<file path="config.mk">
export PLATFORM = sky130hd
export DESIGN_NAME = vrampx_cpu_read_port
export DESIGN_NICKNAME = d
export VERILOG_FILES = /design/src/rtl/vrampx_cpu_read_port.sv
export SDC_FILE = /design/constraint.sdc
export NUM_CORES = 1
export LEC_CHECK = 0
export BUFFER_PORTS_ARGS = -buffer_cell sky130_fd_sc_hd__buf_4
export CAP_MARGIN = 30
export CORE_UTILIZATION = 50
export DETAILED_ROUTE_END_ITERATION = 10
export PLACE_DENSITY = 0.79
export SYNTH_ARGS = -nofsm -noshare
export SYNTH_HDL_FRONTEND = slang
export SYNTH_SLANG_ARGS = --single-unit
</file>
<file path="constraint.sdc">
create_clock -name clk100 -period 2.4 [get_ports clk100]
set_input_delay 0.48 -clock clk100 [delete_from_list [all_inputs] [get_ports clk100]]
set_output_delay 0.48 -clock clk100 [all_outputs]
set_load 0.02 [all_outputs]
</file>
<file path="src/rtl/vrampx_cpu_read_port.sv">
// CPU read-back port for the pixel framebuffer in external SRAM (100MHz arbiter domain).
// Serialises one read behind the CPU write FIFO and GPU blanking, then performs a single SRAM read.
module vrampx_cpu_read_port #(
    parameter int          ADDR_WIDTH       = 17,
    parameter int          SRAM_ADDR_WIDTH  = 19,
    parameter int unsigned PIXELS           = 76800,
    parameter int          READ_WAIT_CYCLES = 2
) (
    input  logic                       clk100,
    input  logic                       reset,
    input  logic                       req,
    input  logic [ADDR_WIDTH-1:0]      req_addr,
    output logic                       busy,
    output logic                       rsp_valid,
    output logic [7:0]                 rsp_data,
    input  logic                       wr_fifo_empty,
    input  logic                       blank,
    output logic                       arb_req,
    input  logic                       arb_grant,
    output logic [SRAM_ADDR_WIDTH-1:0] sram_addr,
    output logic                       sram_cs_n,
    output logic                       sram_oe_n,
    input  logic [7:0]                 sram_dq_in
);

    localparam int CNT_W = (READ_WAIT_CYCLES > 1) ? $clog2(READ_WAIT_CYCLES) : 1;
    localparam logic [CNT_W-1:0] CNT_LAST = CNT_W'(READ_WAIT_CYCLES - 1);

    typedef enum logic [2:0] {
        ST_IDLE       = 3'd0,
        ST_WAIT_ORDER = 3'd1,
        ST_WAIT_GRANT = 3'd2,
        ST_READ       = 3'd3,
        ST_RESP       = 3'd4
    } state_t;

    state_t                     state_r;
    state_t                     next_state_s;
    logic [ADDR_WIDTH-1:0]      addr_r;
    logic [ADDR_WIDTH-1:0]      addr_nxt_s;
    logic [CNT_W-1:0]           cnt_r;
    logic [CNT_W-1:0]           cnt_nxt_s;
    logic                       busy_r;
    logic                       busy_nxt_s;
    logic                       rsp_valid_r;
    logic                       rsp_valid_nxt_s;
    logic [7:0]                 rsp_data_r;
    logic [7:0]                 rsp_data_nxt_s;
    logic                       arb_req_r;
    logic                       arb_req_nxt_s;
    logic                       cs_n_r;
    logic                       cs_n_nxt_s;
    logic                       oe_n_r;
    logic                       oe_n_nxt_s;
    logic [SRAM_ADDR_WIDTH-1:0] sram_addr_r;
    logic [SRAM_ADDR_WIDTH-1:0] sram_addr_nxt_s;
    logic                       in_range_s;

    assign in_range_s = (32'(req_addr) < PIXELS);

    // Next-state and next-output logic; every output is registered from these values.
    always_comb begin
        next_state_s    = state_r;
        addr_nxt_s      = addr_r;
        cnt_nxt_s       = cnt_r;
        rsp_valid_nxt_s = 1'b0;
        rsp_data_nxt_s  = rsp_data_r;
        arb_req_nxt_s   = arb_req_r;
        cs_n_nxt_s      = 1'b1;
        oe_n_nxt_s      = 1'b1;
        sram_addr_nxt_s = sram_addr_r;
        // busy covers the response cycle and drops the cycle after it
        if (rsp_valid_r) begin
            busy_nxt_s = 1'b0;
        end else begin
            busy_nxt_s = busy_r;
        end

        case (state_r)
            ST_IDLE: begin
                if (req && !busy_r) begin
                    addr_nxt_s = req_addr;
                    busy_nxt_s = 1'b1;
                    if (in_range_s) begin
                        next_state_s = ST_WAIT_ORDER;
                    end else begin
                        next_state_s   = ST_RESP;
                        rsp_data_nxt_s = 8'h00;
                    end
                end else begin
                    next_state_s = ST_IDLE;
                end
            end
            ST_WAIT_ORDER: begin
                if (wr_fifo_empty && blank) begin
                    next_state_s  = ST_WAIT_GRANT;
                    arb_req_nxt_s = 1'b1;
                end else begin
                    next_state_s = ST_WAIT_ORDER;
                end
            end
            ST_WAIT_GRANT: begin
                // a grant wins over a same-cycle blank drop: the bus is ours
                if (arb_grant) begin
                    next_state_s    = ST_READ;
                    cnt_nxt_s       = {CNT_W{1'b0}};
                    cs_n_nxt_s      = 1'b0;
                    oe_n_nxt_s      = 1'b0;
                    sram_addr_nxt_s = SRAM_ADDR_WIDTH'(addr_r);
                end else if (!blank) begin
                    next_state_s  = ST_WAIT_ORDER;
                    arb_req_nxt_s = 1'b0;
                end else begin
                    next_state_s = ST_WAIT_GRANT;
                end
            end
            ST_READ: begin
                if (cnt_r == CNT_LAST) begin
                    next_state_s   = ST_RESP;
                    rsp_data_nxt_s = sram_dq_in;
                end else begin
                    next_state_s = ST_READ;
                    cnt_nxt_s    = cnt_r + CNT_W'(1);
                    cs_n_nxt_s   = 1'b0;
                    oe_n_nxt_s   = 1'b0;
                end
            end
            ST_RESP: begin
                next_state_s    = ST_IDLE;
                rsp_valid_nxt_s = 1'b1;
                arb_req_nxt_s   = 1'b0;
            end
            default: begin
                next_state_s  = ST_IDLE;
                arb_req_nxt_s = 1'b0;
            end
        endcase
    end

    // State and output registers; reset aborts any in-flight request.
    always_ff @(posedge clk100 or posedge reset) begin
        if (reset) begin
            state_r     <= ST_IDLE;
            addr_r      <= {ADDR_WIDTH{1'b0}};
            cnt_r       <= {CNT_W{1'b0}};
            busy_r      <= 1'b0;
            rsp_valid_r <= 1'b0;
            rsp_data_r  <= 8'h00;
            arb_req_r   <= 1'b0;
            cs_n_r      <= 1'b1;
            oe_n_r      <= 1'b1;
            sram_addr_r <= {SRAM_ADDR_WIDTH{1'b0}};
        end else begin
            state_r     <= next_state_s;
            addr_r      <= addr_nxt_s;
            cnt_r       <= cnt_nxt_s;
            busy_r      <= busy_nxt_s;
            rsp_valid_r <= rsp_valid_nxt_s;
            rsp_data_r  <= rsp_data_nxt_s;
            arb_req_r   <= arb_req_nxt_s;
            cs_n_r      <= cs_n_nxt_s;
            oe_n_r      <= oe_n_nxt_s;
            sram_addr_r <= sram_addr_nxt_s;
        end
    end

    assign busy      = busy_r;
    assign rsp_valid = rsp_valid_r;
    assign rsp_data  = rsp_data_r;
    assign arb_req   = arb_req_r;
    assign sram_cs_n = cs_n_r;
    assign sram_oe_n = oe_n_r;
    assign sram_addr = sram_addr_r;

endmodule

</file>
* Yosys cells after proc, flatten, opt, wreduce, memory -nomap -nowiden
Cells that the tools add are included.
Operators by class: add/subtract/negate cells 1, $lt $le $gt $ge 1, equal/unequal tests 11, muxes and demuxes 25, bitwise operators 1, reductions and logical operators 12
Operators by type and width (count):
- two-way mux 8 bit | 3
- < comparator 17 bit (second input constant) | 1
- case mux 8 bit (2 select lines) | 1
- inequality test 2 bit (second input constant) | 7
- case mux 3 bit (4 select lines) | 1
- two-way mux 1 bit | 11
- two-way mux 3 bit | 3
- AND reduction 4 bit | 2
- equality test 3 x 2 -> 1 bit (second input constant) | 2
- two-way mux 2 bit | 3
- AND reduction 2 bit | 3
- case mux 1 bit (2 select lines) | 2
- nonzero test 2 bit | 2
- equality test 3 x 1 -> 1 bit (second input constant) | 1
- equality test 3 bit (second input constant) | 1
- logical NOT 3 bit | 1
- case mux 1 bit (3 select lines) | 1
- logical AND 1 bit | 2
- OR reduction 2 bit | 1
- adder 1 bit (second input constant) | 1
- logical NOT 1 bit | 1
- NOT 1 bit | 1
Word-level totals: bits in registers 50, input port bits 31, logic and storage cells 60

* Depth between registers and ports, before layout
word-level depth 4, depth in mapped cells 6

* Worst setup path after synthesis
No wires, ideal clock.
kind flip-flop to flip-flop, start reg state_r[0], end reg addr_r[0], setup time 0.125 ns, arrival 1.756 ns, setup slack 0.519 ns, stages on the path, launching flop included 6, clock period less this slack 1.881 ns, cells stage by stage dfrtp_1 -> buf_6 -> or4b_4 -> nor2_4 -> buf_6 -> mux2_2
On the way: word-level cells in the longest chain between the ends 2
RTL lines:
- from (decl) | line 37 | state_t state_r;
- from (signal assigned) | line 154 | state_r <= next_state_s;
- logical NOT 3 bit | line 79 | case (state_r)
- AND reduction 2 bit (no source line)
- to (signal assigned) | line 144 | addr_r <= {ADDR_WIDTH{1'b0}};
- to (signal assigned) | line 155 | addr_r <= addr_nxt_s;
- to (decl) | line 39 | logic [ADDR_WIDTH-1:0] addr_r;
No other way between the ends. A chain may end at the register's enable or synchronous reset.

* Final worst setup path
start reg state_r[1], end reg addr_r[0]
Same word-level chain as after synthesis.

==> results.md <==
- The initial antenna violation count is 0.
- The sort of element at the start of the critical path is a flop.
- The fraction of met1 tracks used by global routing is 26.13%.
- TritonCTS built the clock tree.
- The number of pins with negative max-slew slack in the final report was 0.
- The fraction of registers with async set/reset is 100.0%.
- The most used flip-flop cell after synthesis is sky130_fd_sc_hd__dfrtp_1.
- Power comes to 3.357 mW.
- The maximum fanout encountered on the critical timing path is 18.
- Summed over all cells, the static leakage comes to 1.306 nW.
- The area enclosed by the die boundary is 4400 um^2.
- At the pin with the least slew margin, the transition time is 0.7155 ns.
- The final net count is 238.
- The half-perimeter wire length after detailed placement is 3028 um.
- The most frequent standard cell in the layout excluding fill and tap cells is sky130_fd_sc_hd__buf_4.
- The worst-case clock skew is 0.005861 ns.
- The final hold violation count is 0.
- The first global-routing pass estimated 6858 um of wire.
- For this run, global-route usage on met3 was measured as 4.828%.
- The clock network accounts for 13.3% of the total power.
- In the finished design, the share of the clock period the worst path needs comes to 85.19%.
- The worst vdd rail ir drop is 0.6683 mV.
- The congestion estimate from routability-driven global placement came to 0.8564.
- The via count of the first global-routing pass is 1470.
- The number of gates resized after CTS was 0.
- The arrival time of the worst setup path is 2.22 ns.
- The placeable core area is 4000 um^2.
- The required time at the endpoint of the critical path is 2.58 ns.
- The cell area reported after detailed placement is 2544 um^2.
- The number of enable flip-flop cells after synthesis is 0.
- The mean routed wirelength per cell is 15.87 um.
- The setup violation total in the final timing report is 0.
- In this run the core area contains 23 standard-cell rows.
- The max-cap violation count is 0.
- The starting density of the core is 51.74%.
- After synthesis the cells add up to 2069 um^2.
- The library cells used most frequently in the layout, excluding fill and tap cells, are sky130_fd_sc_hd__buf_4, sky130_fd_sc_hd__dfrtp_1, sky130_fd_sc_hd__mux2_2.
- The DRC violation count after routing is 0.
- The layout-stage area growth over the synthesis result is 26.60%.
- The run finished with clean final reports.
- The repair_antennas step left the layout with diodes totalling 0.
- The worst slew slack as a fraction of its limit is 52.23%.
- For this design the top-level I/O count stands at 63.
- The total overflow left after global routing is 0.
- The routed layout has 1360 vias.
- The global-route usage over all layers is 21.22%.
- The finished cells cover 2620 um^2.
- Measured along the x axis, the die boundary spans 66.34 um.
- The power dissipated by switching net loads is 1.189 mW.
- The floorplan step set the die height to 66.34 um.
- The final-layout setup total negative slack is 0 ns.
- The average instance area after synthesis is 14.17 um^2.
- Power spread over the standard cell area amounts to 1281 nW/um^2.
- After synthesis, the netlist uses 29 different library cells.
- The combinational fraction of design power is 42.5%.
- The residual antenna-violating net count after detailed routing is 0.
- The number of synthesized register bits is 50.
- The peak-usage layer in the global routing report is met2.
- The maximum number of pins on one net before global-route repair is 36.
- The cell at the root of the clock tree is sky130_fd_sc_hd__clkbuf_8.
- Buffers added to address setup during post-CTS repair amount to 0.
- The routing usage on met2 is 35.84%.
- For this run, the top clock speed supported by timing is 489.1 MHz.
- The CTS H-tree depth is 2.
- Summed over all layers, the routed wires come to 4078 um.
- The clock drives 50 sinks.
- The later pin in the worst-skew pair is clocked with a latency of 0.29 ns.
- STA classifies the critical path endpoint as a flop.
- The class of the most critical hold timing path is in -> async.
- The first detailed-routing pass took 4 iterations.
- Setup repair after global routing left no endpoint under its margin.
- The clock buffer count from CTS is 5.
- The proportion of synthesized chip area in sequential cells is 60.52%.
- Clock-pin slew was measured on the worst setup and hold paths at 0.08 ns.
- The smallest clock period supported by the final layout is computed as 2.045 ns.
- The quantity of I/O buffers inserted on ports is 60.
- The Yosys step of the flow raised 0 warnings.
- The share of total power dissipated in sequential elements is 44.2%.
- The via density per instance is 5.292.
- The number of hold buffers added after cts is 0.
- The number of cells produced by synthesis is 146.
- The internal portion of total power is 2.168 mW.
- The worst setup path category is reg -> reg.
- In this run, the number of DRC markers left after iteration 0 of detailed routing was 54.
- The proportion of total power due to net switching is 35.41%.
- The share of final-layout standard cells stronger than drive strength 1 is 53.14%.
- The maximum buffer depth of the clock tree is 2.
[area by class of cell]
cell class / instances / area [um^2]
multi-input cells: 83 / 737.0
repair buffers: 64 / 480.5
fillers: 291 / 1380
inverters: 3 / 11.26
well taps: 50 / 62.56
clock buffers: 7 / 76.32
flip-flops and latches: 50 / 1252
[power by group through the flow]
| stage | clock [mW] | sequential, mW | combinational (mW) |
|---|---|---|---|
| after detailed placement | 0 | 1.50 | 1.44 |
| final | 0.446 | 1.48 | 1.43 |
| after global routing | 0.499 | 1.55 | 1.52 |
| after floorplan | 0 | 1.69 | 0.700 |
| after global placement | 0 | 1.47 | 1.39 |
| after CTS | 0.465 | 1.49 | 1.44 |
[routing by layer]
layer | part of all wire [%] | routed length, um | up-vias
met5 | 0 | 0 | -
met4 | 1.0 | 41 | 0
met3 | 3.6 | 148 | 5
met2 | 54 | 2215 | 35
met1 | 41 | 1672 | 685
li1 | - | - | 635
[cell families after synthesis]
family          count (synthesis)  share of synthesized area (%)
mux                            35                          18.98
compound gates                 22                          8.525
flops                          50                          60.52
simple gates                   24                          7.738
buf+inv                        14                          4.051
other cells                     1                         0.1812
[worst paths after layout]
kind                                       from               endpoint  cells past startpoint  slack, ns
max                        state_r[1]$_DFF_PP0_  addr_r[0]$_DFFE_PP0P_                      3       0.36
min                                       reset  addr_r[8]$_DFFE_PP0P_                      2       0.31
max reg2reg                state_r[1]$_DFF_PP0_  addr_r[0]$_DFFE_PP0P_                      3       0.36
min reg2reg                 rsp_valid$_DFF_PP0_         busy$_DFF_PP0_                      1       0.46
max in group asynchronous                 reset  addr_r[1]$_DFFE_PP0P_                      3       1.40
min in group clk100                 req_addr[3]  addr_r[3]$_DFFE_PP0P_                      2       0.41
[sequential cells by signal, indices dropped and copies added (netlist names)]
signal     flops
busy           1
state_r        3
rsp_data       8
addr_r        17
cnt_r          1
sram_oe_n      1
sram_addr     17
arb_req        1
rsp_valid      1
[worst max-delay path, cell delays in order, from the launching register on]
cell and delay (ns):
sky130_fd_sc_hd__dfrtp_1 0.49, sky130_fd_sc_hd__or4b_4 0.61, sky130_fd_sc_hd__nor2_4 0.43, sky130_fd_sc_hd__mux2_2 0.39
[synth_stat cells (2+ instances only)]
| cell | instances | area [um^2] |
|---|---|---|
| sky130_fd_sc_hd__buf_6 | 2 | 22.52 |
| sky130_fd_sc_hd__buf_2 | 4 | 20.02 |
| sky130_fd_sc_hd__mux2_2 | 34 | 382.9 |
| sky130_fd_sc_hd__nand2b_1 | 2 | 12.51 |
| sky130_fd_sc_hd__nor2b_1 | 4 | 25.02 |
| sky130_fd_sc_hd__buf_4 | 3 | 22.52 |
| sky130_fd_sc_hd__inv_1 | 3 | 11.26 |
| sky130_fd_sc_hd__dfrtp_1 | 49 | 1226 |
| sky130_fd_sc_hd__nand4_1 | 8 | 50.05 |
| sky130_fd_sc_hd__clkbuf_1 | 2 | 7.510 |
| sky130_fd_sc_hd__nand2_1 | 2 | 7.510 |
| sky130_fd_sc_hd__a21bo_1 | 8 | 80.08 |
| sky130_fd_sc_hd__a21oi_1 | 5 | 25.02 |
| sky130_fd_sc_hd__o21ai_0 | 4 | 20.02 |
| sky130_fd_sc_hd__nor3b_1 | 2 | 15.01 |
[metrics by stage]
step                setup slack [ns]  hold slack (ns)  util, %  std cells
floorplan                     0.5187           0.4749        -        147
global placement              0.4023           0.4508    63.59        250
detailed placement            0.3544           0.4564    63.59        250
CTS                           0.3306           0.3333    65.50        257
global route                  0.2562           0.3695    65.50        257
finish                        0.3554           0.3059    65.50        257
(Power assumes the default switching activity.)
